<file path="config.mk">
export PLATFORM = sky130hd
export DESIGN_NAME = alu_arbiter
export DESIGN_NICKNAME = d
export VERILOG_FILES = /design/src/rtl/cpu_pkg.sv /design/src/rtl/rr_pick.sv /design/src/rtl/alu_arbiter.sv
export SDC_FILE = /design/constraint.sdc
export NUM_CORES = 1
export LEC_CHECK = 0
export BUFFER_PORTS_ARGS = -buffer_cell sky130_fd_sc_hd__clkbuf_2
export CORE_UTILIZATION = 30
export CTS_CLUSTER_DIAMETER = 40
export DETAILED_ROUTE_END_ITERATION = 8
export SYNTH_ARGS = -nofsm -noshare
export SYNTH_HDL_FRONTEND = slang
export SYNTH_SLANG_ARGS = --single-unit
</file>
<file path="constraint.sdc">
create_clock -name clk -period 2.02 [get_ports clk]
set_clock_uncertainty 0.2 [all_clocks]
set_input_delay 0.202 -clock clk [delete_from_list [all_inputs] [get_ports clk]]
set_output_delay 0.202 -clock clk [all_outputs]
set_load 0.01 [all_outputs]
</file>
<file path="src/rtl/cpu_pkg.sv">
// Shared CPU definitions: ALU opcode encoding, flag bit positions and the
// ALU arbiter state type.
package cpu_pkg;

   typedef enum logic [1:0] {
      ADD  = 2'b00,
      SUB  = 2'b01,
      AND  = 2'b10,
      NOTB = 2'b11
   } alu_op_t;

   localparam int FLAG_Z = 2;
   localparam int FLAG_N = 1;
   localparam int FLAG_V = 0;

   typedef enum logic [1:0] {
      IDLE = 2'b00,
      EXEC = 2'b01,
      RESP = 2'b10
   } arb_state_t;

endpackage

</file>
<file path="src/rtl/rr_pick.sv">
// Combinational round-robin pick: first set bit of req at or above ptr,
// wrapping to bit 0. Shared with the memory-port arbiter.
module rr_pick #(
   parameter int N  = 2,
   parameter int PW = $clog2(N)
) (
   input  logic [N-1:0]  req,
   input  logic [PW-1:0] ptr,
   output logic [N-1:0]  gnt,
   output logic [PW-1:0] idx,
   output logic          any
);

   logic [PW-1:0] cand;

   always_comb begin
      gnt  = '0;
      idx  = '0;
      any  = 1'b0;
      cand = '0;
      for (int k = 0; k < N; k++) begin
         cand = PW'((int'(ptr) + k) % N);
         if (!any && req[cand]) begin
            any       = 1'b1;
            gnt[cand] = 1'b1;
            idx       = cand;
         end
      end
   end

endmodule

</file>
<file path="src/rtl/alu_arbiter.sv">
// Round-robin sharing of the single ALU between NREQ requesters; the result
// is captured and returned with the requester id on a valid/ready channel.
module alu_arbiter
   import cpu_pkg::*;
#(
   parameter int NREQ = 2,
   parameter int W    = 16,
   parameter int IW   = $clog2(NREQ)
) (
   input  logic              clk,
   input  logic              reset_n,
   input  logic [NREQ-1:0]   req_valid,
   output logic [NREQ-1:0]   req_ready,
   input  logic [NREQ*W-1:0] req_ain,
   input  logic [NREQ*W-1:0] req_bin,
   input  logic [NREQ*2-1:0] req_op,
   output logic [W-1:0]      alu_ain,
   output logic [W-1:0]      alu_bin,
   output logic [1:0]        alu_op,
   input  logic [W-1:0]      alu_out,
   input  logic [2:0]        alu_z,
   output logic              resp_valid,
   input  logic              resp_ready,
   output logic [W-1:0]      resp_out,
   output logic [2:0]        resp_z,
   output logic [IW-1:0]     resp_id,
   output logic              busy
);

   arb_state_t    state_q, state_d;
   logic [IW-1:0] ptr_q, ptr_d;
   logic [IW-1:0] id_q, id_d;
   logic [W-1:0]  a_q, a_d, b_q, b_d;
   alu_op_t       op_q, op_d;
   logic [W-1:0]  out_q, out_d;
   logic [2:0]    z_q, z_d;

   logic [NREQ-1:0] gnt;
   logic [IW-1:0]   gidx;
   logic            gany;

   rr_pick #(.N(NREQ), .PW(IW)) u_pick (
      .req (req_valid),
      .ptr (ptr_q),
      .gnt (gnt),
      .idx (gidx),
      .any (gany)
   );

   always_comb begin
      state_d   = state_q;
      ptr_d     = ptr_q;
      id_d      = id_q;
      a_d       = a_q;
      b_d       = b_q;
      op_d      = op_q;
      out_d     = out_q;
      z_d       = z_q;
      req_ready = '0;
      unique case (state_q)
         IDLE: begin
            if (gany) begin
               req_ready = gnt;
               a_d       = req_ain[gidx*W +: W];
               b_d       = req_bin[gidx*W +: W];
               op_d      = alu_op_t'(req_op[gidx*2 +: 2]);
               id_d      = gidx;
               ptr_d     = (gidx == IW'(NREQ-1)) ? '0 : gidx + 1'b1;
               state_d   = EXEC;
            end
         end
         EXEC: begin
            out_d   = alu_out;
            z_d     = alu_z;
            state_d = RESP;
         end
         RESP: begin
            if (resp_ready) state_d = IDLE;
         end
         default: state_d = IDLE;
      endcase
   end

   always_ff @(posedge clk or negedge reset_n) begin
      if (!reset_n) begin
         state_q <= IDLE;
         ptr_q   <= '0;
         id_q    <= '0;
         a_q     <= '0;
         b_q     <= '0;
         op_q    <= ADD;
         out_q   <= '0;
         z_q     <= '0;
      end else begin
         state_q <= state_d;
         ptr_q   <= ptr_d;
         id_q    <= id_d;
         a_q     <= a_d;
         b_q     <= b_d;
         op_q    <= op_d;
         out_q   <= out_d;
         z_q     <= z_d;
      end
   end

   // Operand registers drive the ALU continuously so its inputs only move on a grant.
   assign alu_ain    = a_q;
   assign alu_bin    = b_q;
   assign alu_op     = op_q;
   assign resp_valid = (state_q == RESP);
   assign resp_out   = out_q;
   assign resp_z     = z_q;
   assign resp_id    = id_q;
   assign busy       = (state_q != IDLE);

endmodule

</file>
==> reports/qor.yml, run 1 <==
routing:
  via_count: 2538
  drt_wl_total_mm: 8.16
  viasPerCell: 4.84
  ant_nets: 0
  initialDrtViolationCount: 109
  firstDrtPassIters: 4
  wire_per_inst_um: 15.6
  drc: 0
sta:
  maxSlewHeadroom_pct: 53.1
  worst_pin_slew_ns: 0.702
  fmax_mhz: 520
  setup_viol: 0
  hold_viol: 0
  drv_slew: 0
  fin_ws_ns: 0.0961
  rsz0062_at_grt: "true"
  period_minus_slack_ns: 1.92
  fin_crit_sh_pct: 95.2
yosys:
  synthAdderAreaFrac_pct: 0
  yosysUniqueCellTypes: 16
  synth_area_sq_mm: 0.00247
  netlist_instances: 177
  yosysSeqAreaShare_pct: 57.8
  yosys_warnings: 0
  synth_top_family_by_area: "compound AO/OA/AOI/OAI gates"
  synthMuxAreaShare_pct: 8.67
  ys_ff_latch: 57
  synth_xor_area_share_pct: 0
  syn_avg_cell_area_sq_um: 13.9
  synth-compound-area-share_pct: 24.7
  syn_nets: 269
  synth-simple-area-share_pct: 2.59
place:
  io_buffers: 149
  dpl.hpwl_mm: 4.43
  dp_cells: 419
  dp_worst_setup_slack_ns: 0.344
  place.gp.congestion: 0.722
power:
  leakagePower_nw: 2.16
  power_density_mw_per_mm2: 1330
  p_total_mw: 5.86
  irDropWorstVdd_uv: 513
critical_path:
  crit_fanout: 38
  r2r.worst_path.cells: 4
  critPathArrivalTime_ns: 1.52
  cp_slowest_cell: "inv_2"
  r2r-start: "state_q[1]$_DFFE_PN0P_"
  path_cells: "nor2_2 > inv_2 > clkbuf_2"
  max_stage_delay_ns: 0.50
  timing.rr.end: "alu_bin[2]$_DFFE_PN0P_"
  cp-start-kind: "register"
  ff2ff_setup_slack_ns: 0.31
  critical_path_class: "register to output port"
  cp-end-kind: "output port"
  required_ns: 1.62
floorplanning:
  initial_core_util_pct: 31.4
  die_area_sq_mm: 0.00859
  die_x_um: 92.7
  io_pins: 150
  die_y_um: 92.7
  coreArea_sq_mm: 0.00785
  rows: 32
cells_and_area:
  multi_input_area_sq_um: 893
  drive_gt1_share_pct: 46.2
  num-nets-final: 509
  n_antenna_cell: 0
  fin_cells: 524
  regArea_sq_mm: 0.00143
  n_fill_cell: 677
  synthToLayoutAreaGrowth_pct: 78.1
  fin_util_pct: 56.0
clocking:
  numCtsBuffers: 9
  cts_tree: "yes"
  h-tree-depth: 3
  cts-root-buf: "clkbuf_8"
  clockBufferDepth: 2
  clock_latency_ns: 0.33
  cts_sinks: 57
  clkTransAtPathRegs_ns: 0.07
  cts_setup_buffers: 0
grt:
  grt_pass1_vias: 2762
  track_usage_pct: 20.2
  antenna_found_initial: 0
  grt_first_pass_wirelength_mm: 13.3
  grt_overflow: 0
  grt_max_degree: 39
job:
  cap_violations: 0
worst_hold_path:
  hold_class: "input pin to asynchronous set/reset pin"
status:
  status: "finished clean"
-- cell usage after synthesis --
| library cell | count | area [sq um] |
|---|---|---|
| dfrtp_1 | 57 | 1430 |
| nor2_1 | 1 | 3.75 |
| nand2_1 | 1 | 3.75 |
| buf_6 | 9 | 101 |
| nand2b_1 | 5 | 31.3 |
| inv_2 | 1 | 3.75 |
| buf_2 | 5 | 25.0 |
| mux2_2 | 19 | 214 |
| and3_1 | 2 | 12.5 |
| inv_1 | 1 | 3.75 |
| clkbuf_1 | 1 | 3.75 |
| o21ai_0 | 3 | 15.0 |
| o21a_1 | 34 | 255 |
| nor2_2 | 2 | 12.5 |
| buf_4 | 2 | 15.0 |
| a221o_1 | 34 | 340 |
-- power by group --
| part | total, mW | internal, mW | leakage [nW] | switching (mW) |
|---|---|---|---|---|
| Combinational | 2.70 | 1.42 | 1.37 | 1.28 |
| Sequential | 2.03 | 1.72 | 0.691 | 0.317 |
| Clock | 1.12 | 0.668 | 0.105 | 0.457 |
| Total | 5.86 | 3.80 | 2.16 | 2.06 |
-- worst max-delay path: cells and delay by family, from the launching register on --
| family | cells | cell delay, ns |
|---|---|---|
| flops | 1 | 0.37 |
| simple gates | 1 | 0.06 |
| buf+inv | 2 | 0.76 |
-- layer usage --
| metal | part of all wire (%) | track usage, % | vias up |
|---|---|---|---|
| met5 | 0 | 0 | - |
| met4 | 3.1 | 11.4 | 0 |
| met3 | 5.4 | 4.27 | 24 |
| met2 | 52 | 35.5 | 121 |
| met1 | 40 | 22.7 | 1232 |
| li1 | - | - | 1161 |
-- placed cells by master (no fill, tap or decap), drive strengths merged --
master / instances
clkbuf: 161
inv: 2
dfrtp: 57
dlygate4sd3: 89
nor2: 3
nand2b: 5
and3: 2
clkinv: 1
bufinv: 1
buf: 8
nand2: 1
clkinvlp: 2
o21ai: 3
mux2: 19
o21a: 34
a221o: 34
-- worst max path at each step --
stage	startpoint	to	slack (ns)
global placement	state_q[1]$_DFFE_PN0P_	alu_ain[5]$_DFFE_PN0P_	0.37
finish	state_q[1]$_DFFE_PN0P_	busy	0.1
CTS	state_q[1]$_DFFE_PN0P_	busy	0.06
detailed placement	state_q[1]$_DFFE_PN0P_	alu_bin[15]$_DFFE_PN0P_	0.34
global route	state_q[1]$_DFFE_PN0P_	busy	-0.06
floorplan	state_q[1]$_DFFE_PN0P_	alu_ain[0]$_DFFE_PN0P_	0.48
-- repair_timing --
item,4_1_cts,5_1_grt
hold buffers,89,0
endpoints found under the setup margin,0,2
hold endpoints to repair,74,0
gates resized for setup,0,1
-- registers in the layout, indices dropped and copies added (netlist names) --
| signal | cells |
|---|---|
| alu_op | 2 |
| resp_z | 3 |
| alu_ain | 16 |
| state_q | 2 |
| alu_bin | 16 |
| resp_id | 1 |
| ptr_q | 1 |
| resp_out | 16 |
-- stage by stage --
stage	area, sq um	hold WS (ns)	setup TNS [ns]
after floorplan	2470	-0.294	0
after global placement	3290	0.00581	0
after detailed placement	3290	0.0177	0
final	4400	0.186	0
after CTS	4390	0.191	0
after global routing	4400	0.213	-0.0569
-- layout make-up --
| class | count | share of cell area, % |
|---|---|---|
| inverters | 2 | 0.171 |
| flip-flops and latches | 57 | 32.5 |
| repair buffers | 246 | 39.3 |
| clock buffers | 12 | 3.76 |
| well taps | 102 | 2.90 |
| multi-input cells | 101 | 20.3 |
| clock inverters | 4 | 1.14 |
-- cells by family after synthesis --
family,after synthesis
AOI/OAI and AO/OA,71
muxes,19
and+or+nand+nor,11
buffers and inverters,19
DFF,57
No activity file was read; power rests on OpenSTA's default activity.
==> inputs of run 2 (changes only) <==
Settings changed: BUFFER_PORTS_ARGS -buffer_cell sky130_fd_sc_hd__clkbuf_2 to not set, DONT_BUFFER_PORTS set to 1, GPL_TIMING_DRIVEN set to 0.
==> reports/qor.yml, run 2 (same netlist as run 1, synthesis figures left out) <==
clocking:
  clkTransAtPathRegs_ns: 0.06  # about the same
  h-tree-depth: 3  # unchanged
  postCtsHoldBufs: 90  # +1.1%
  cts_sinks: 57  # unchanged
  numCtsBuffers: 9  # unchanged
  cts_resized: 0  # unchanged
  cts-root-buf: "clkbuf_8"
  clock_latency_ns: 0.33  # about the same
  cts_tree: "yes"
  cts_setup_buffers: 0  # unchanged
  clockBufferDepth: 2  # unchanged
place:
  dp_cells: 279  # -33%
  io_buffers: 0  # -100%
  dpl_cell_area_sq_mm: 0.00259  # -21%
  dpl.hpwl_mm: 4.01  # -9.5%
  place.gp.congestion: 0.692  # -4.2%
critical_path:
  cp-end-kind: "output port"
  path_cells: "nor2_2 > and3_1 > buf_6 > buf_6"
  critPathArrivalTime_ns: 1.39  # -0.13 ns
  endpoint: "req_ready[0]"
  required_ns: 1.62  # about the same
  critical_path_class: "register to output port"
  cp-start-kind: "register"
  crit_start: "state_q[1]$_DFFE_PN0P_"
  r2r.worst_path.cells: 5  # +1
  max_stage_delay_ns: 0.40  # -0.10 ns
  r2r-start: "state_q[1]$_DFFE_PN0P_"
  worst_path_most_repeated_cell: "buf_6"
  ff2ff_setup_slack_ns: 0.32  # about the same
  timing.rr.end: "alu_ain[14]$_DFFE_PN0P_"
  cp_slowest_cell: "dfrtp_1"
  crit_fanout: 10  # -74%
cells_and_area:
  synthToLayoutAreaGrowth_pct: 50.4
  fin_util_pct: 47.3  # -8.7 points
  design_area_sq_mm: 0.00371  # -16%
  n_antenna_cell: 0  # unchanged
  drive_gt1_share_pct: 19.1  # -27 points
  fin_cells: 385  # -27%
  num-nets-final: 370  # -27%
  final_cell_mix: "dlygate4sd3_1, dfrtp_1, o21a_1, a221o_1, mux2_2"
  final_common_cell: "dlygate4sd3_1"
routing:
  drc: 0  # unchanged
  initialDrtViolationCount: 49  # -55%
  viasPerCell: 5.12  # +5.8%
  firstDrtPassIters: 4  # unchanged
  wire_per_inst_um: 18.2  # +17%
  via_count: 1972  # -22%
  ant_nets: 0  # unchanged
  drt_wl_total_mm: 6.99  # -14%
floorplanning:
  die_x_um: 92.7  # unchanged
  io_pins: 150  # unchanged
  die_area_sq_mm: 0.00859  # unchanged
  initial_core_util_pct: 31.4  # unchanged
  rows: 32  # unchanged
  coreArea_sq_mm: 0.00785  # unchanged
  die_y_um: 92.7  # unchanged
sta:
  fmax_mhz: 559  # +7.6%
  drv_slew: 0  # unchanged
  maxSlewHeadroom_pct: 65.8  # +13 points
  hold_viol: 0  # unchanged
  worst_pin_slew_ns: 0.513  # -0.189 ns
  tns_ns: 0  # unchanged
  fin_crit_sh_pct: 88.5  # -6.7 points
  setup_viol: 0  # unchanged
  period_minus_slack_ns: 1.79  # -0.136 ns
  rsz0062_at_grt: "false"
power:
  leakagePower_nw: 1.58  # -27%
  p_total_mw: 5.31  # -9.3%
  irDropWorstVdd_uv: 469  # -8.5%
  power_density_mw_per_mm2: 1430  # +7.5%
job:
  cap_violations: 0  # unchanged
grt:
  grt_overflow: 0  # unchanged
  grt_first_pass_wirelength_mm: 10.8  # -18%
  grt_max_degree: 58  # +49%
  track_usage_pct: 17.1  # -3.1 points
  antenna_found_initial: 0  # unchanged
  grt_pass1_vias: 2149  # -22%
worst_hold_path:
  hold_class: "input pin to register"
status:
  status: "finished clean"
-- run 2: changes by cell type in the layout (fill, tap and decap cells not counted), moves of 2 or more --
cell,previous run,this run
buf_2,0,5
clkbuf_1,0,2
buf_6,1,9
buf_12,2,0
clkbuf_2,149,0
buf_4,5,2
clkbuf_8,12,10
-- run 2: critical path: cells and delay by family, from the launching register on --
family                 cells  cell delay [ns]
buffers and inverters      2             0.31
and+or+nand+nor            2             0.35
DFF                        1             0.40
-- run 2: power by group --
part | leakage, nW | internal (mW) | total [mW] | switching (mW)
registers | 0.691 | 1.72 | 2.37 | 0.654
logic | 0.790 | 1.09 | 1.89 | 0.806
clock network | 0.0953 | 0.599 | 1.05 | 0.448
total | 1.58 | 3.41 | 5.31 | 1.91
-- run 2: final cells by class --
class	instances	area, sq um
fillers	731	4140
clock buffers	11	141
flip-flops and latches	57	1430
repair buffers	90	918
inverters	2	7.51
multi-input cells	101	888
clock inverters	5	55.1
plain buffers	17	145
well taps	102	128
-- run 2: layer usage --
layer,track usage [%],wire (um),up-vias
li1,-,-,886
met5,0,0,-
met3,5.01,507,17
met1,18.6,2740,960
met4,9.87,200,0
met2,29.4,3550,109
-- run 2: worst min path at each step --
stage                            start                       to  slack, ns  depth (start not counted)
after global placement         reset_n  resp_out[7]$_DFFE_PN0N_      -0.29                          0
after floorplan                reset_n   alu_ain[0]$_DFFE_PN0P_      -0.29                          0
after global routing      req_valid[1]   state_q[0]$_DFFE_PN0P_       0.11                          3
after CTS                 req_valid[1]   state_q[0]$_DFFE_PN0P_       0.07                          3
final                     req_valid[1]   state_q[0]$_DFFE_PN0P_       0.09                          3
after detailed placement       reset_n  resp_out[7]$_DFFE_PN0N_      -0.29                          0
-- run 2: metrics by stage --
stage,setup slack (ns),hold WS [ns]
after global routing,0.105,0.111
after CTS,0.188,0.0702
after global placement,0.357,-0.292
after floorplan,0.479,-0.294
after detailed placement,0.331,-0.292
final,0.232,0.0855
==> inputs of run 3 (changes only) <==
Settings changed: ABC_AREA set to 0, TNS_END_PERCENT set to 5.
Clock period 2.02 ns to 2.3 ns, I/O delays scaled along.
==> reports/qor.yml, run 3 (same netlist as run 1, synthesis figures left out) <==
critical_path:
  cp-start-kind: "register"
  timing.rr.end: "alu_bin[15]$_DFFE_PN0P_"
  endpoint: "alu_bin[15]$_DFFE_PN0P_"
  crit_start: "state_q[1]$_DFFE_PN0P_"
  max_stage_delay_ns: 0.57  # +0.17 ns
  required_ns: 2.32  # +0.70 ns
  ff2ff_setup_slack_ns: 0.07  # -0.25 ns
  critical_path_class: "register to register"
  worst_path_most_repeated_cell: "buf_6"
  path_cells: "nor2_2 > inv_2 > buf_6 > buf_6 > o21a_1 > a221o_1 > dlygate4sd3_1"
  cp-end-kind: "register"
  crit_fanout: 10  # unchanged
  critPathArrivalTime_ns: 2.25  # +0.86 ns
  r2r-start: "state_q[1]$_DFFE_PN0P_"
  cp_slowest_cell: "dlygate4sd3_1"
  r2r.worst_path.cells: 7  # +2
place:
  dpl.hpwl_mm: 4.01  # unchanged
  place.gp.congestion: 0.692  # unchanged
  dp_worst_setup_slack_ns: 0.611  # +0.280 ns
  io_buffers: 0  # unchanged
  dp_cells: 279  # unchanged
floorplanning:
  die_x_um: 92.7  # unchanged
  initial_core_util_pct: 31.4  # unchanged
  coreArea_sq_mm: 0.00785  # unchanged
  die_y_um: 92.7  # unchanged
  die_area_sq_mm: 0.00859  # unchanged
  rows: 32  # unchanged
  io_pins: 150  # unchanged
power:
  irDropWorstVdd_uv: 489  # +4.2%
  p_clk_share_pct: 17.9  # -1.8 points
  switching_power_mw: 1.77  # -7.3%
  p_total_mw: 5.20  # -2.1%
  comb_power_share_pct: 42.1  # +6.4 points
  leakagePower_nw: 1.65  # +4.5%
  power_density_mw_per_mm2: 1400  # -2.3%
  swShare_pct: 34.0  # -1.9 points
  sequentialPowerShare_pct: 40.0  # -4.6 points
  p_int_mw: 3.44  # +0.86%
routing:
  viasPerCell: 5.12  # about the same
  ant_nets: 0  # unchanged
  wire_per_inst_um: 17.9  # -1.2%
  firstDrtPassIters: 4  # unchanged
  drc: 0  # unchanged
  initialDrtViolationCount: 55  # +12%
  via_count: 1971  # -0.051%
  drt_wl_total_mm: 6.91  # -1.2%
cells_and_area:
  drive_gt1_share_pct: 19.4  # +0.35 points
  fin_cells: 385  # unchanged
  n_antenna_cell: 0  # unchanged
  n_fill_cell: 730  # -0.14%
  final_common_cell: "dlygate4sd3_1"
  final_cell_mix: "dlygate4sd3_1, dfrtp_1, o21a_1, a221o_1, mux2_2"
  num-nets-final: 370  # unchanged
  synthToLayoutAreaGrowth_pct: 50.8
  regArea_sq_mm: 0.00143  # unchanged
  multi_input_area_sq_um: 888  # unchanged
clocking:
  cts_setup_buffers: 0  # unchanged
  cts_sinks: 57  # unchanged
  clockBufferDepth: 2  # unchanged
  clkTransAtPathRegs_ns: 0.07  # about the same
  h-tree-depth: 3  # unchanged
  clock_latency_ns: 0.33  # about the same
  numCtsBuffers: 9  # unchanged
  cts-root-buf: "clkbuf_8"
  cts_tree: "yes"
sta:
  fmax_mhz: 449
  drv_slew: 0  # unchanged
  fin_ws_ns: 0.0705  # -0.162 ns
  rsz0062_at_grt: "true"
  maxSlewHeadroom_pct: 67.7  # +1.9 points
  hold_viol: 0  # unchanged
  setup_viol: 0  # unchanged
  period_minus_slack_ns: 2.23
  timing.hold.ws_ns: 0.0339  # -0.0516 ns
  worst_pin_slew_ns: 0.484  # -0.0295 ns
  fin_crit_sh_pct: 96.9
grt:
  track_usage_pct: 17.1  # about the same
  grt_pass1_vias: 2118  # -1.4%
  grt_overflow: 0  # unchanged
  antenna_found_initial: 0  # unchanged
  grt_max_degree: 58  # unchanged
  grt_first_pass_wirelength_mm: 10.7  # -0.95%
job:
  cap_violations: 0  # unchanged
status:
  status: "finished clean"
worst_hold_path:
  hold_class: "input pin to register"
-- run 3: cell count changes in the layout (fill, tap and decap cells not counted) --
cell,delta
dlymetal6s4s_1,+4
clkbuf_2,+1
dlygate4sd3_1,-4
clkbuf_1,-1
-- run 3: layer usage --
metal	wire length [um]	global-route usage [%]	vias to the layer above	part of all wire [%]
met2	3530	29.0	98	51
met3	476	5.01	15	6.9
met5	0	0	-	0
li1	-	-	881	-
met1	2710	18.9	977	39
met4	190	10.1	0	2.8
-- run 3: critical path: cells and delay by family, from the launching register on --
family,cells,cell delay [ns]
AO/OA/AOI/OAI,2,0.44
buffers and inverters,4,0.90
flip-flops,1,0.40
AND/OR/NAND/NOR,1,0.16
-- run 3: area by class of cell --
type | instances | share of cell area [%]
buffer | 17 | 3.93
clock buffer | 11 | 3.80
clock inverter | 5 | 1.48
inverter | 2 | 0.202
multi-input combinational | 101 | 23.9
sequential | 57 | 38.3
tap | 102 | 3.43
timing repair buffer | 90 | 24.9
-- run 3: power groups by stage --
stage	Sequential (mW)	Combinational [mW]	Clock (mW)
detailed placement	2.09	1.51	0
CTS	2.08	2.14	0.963
global route	2.15	2.41	1.01
global placement	2.09	1.47	0
finish	2.08	2.19	0.930
floorplan	1.99	1.27	0
-- run 3: worst min-delay path by stage --
stage | from | to | slack (ns) | depth (start not counted)
after detailed placement | reset_n | resp_out[7]$_DFFE_PN0N_ | -0.26 | 0
after floorplan | reset_n | alu_ain[0]$_DFFE_PN0P_ | -0.27 | 0
final | req_ain[3] | alu_ain[3]$_DFFE_PN0P_ | 0.03 | 2
after CTS | req_valid[1] | state_q[0]$_DFFE_PN0P_ | 0.1 | 3
after global routing | req_bin[13] | alu_bin[13]$_DFFE_PN0P_ | 0.04 | 2
after global placement | reset_n | resp_out[7]$_DFFE_PN0N_ | -0.26 | 0
-- run 3: metrics by stage --
step | area, sq um | setup TNS, ns | util [%]
2_1_floorplan | 2470 | 0 | -
3_3_place_gp | 2590 | 0 | 33.1
3_5_place_dp | 2590 | 0 | 33.1
4_1_cts | 3710 | 0 | 47.3
5_1_grt | 3720 | -0.0325 | 47.4
6_report | 3720 | 0 | 47.4
-- run 3: timing repair --
item                                    4_1_cts  5_1_grt
hold endpoints to repair                    111        0
gates resized for setup                       0        6
hold buffers                                 90        0
endpoints found under the setup margin        0       14
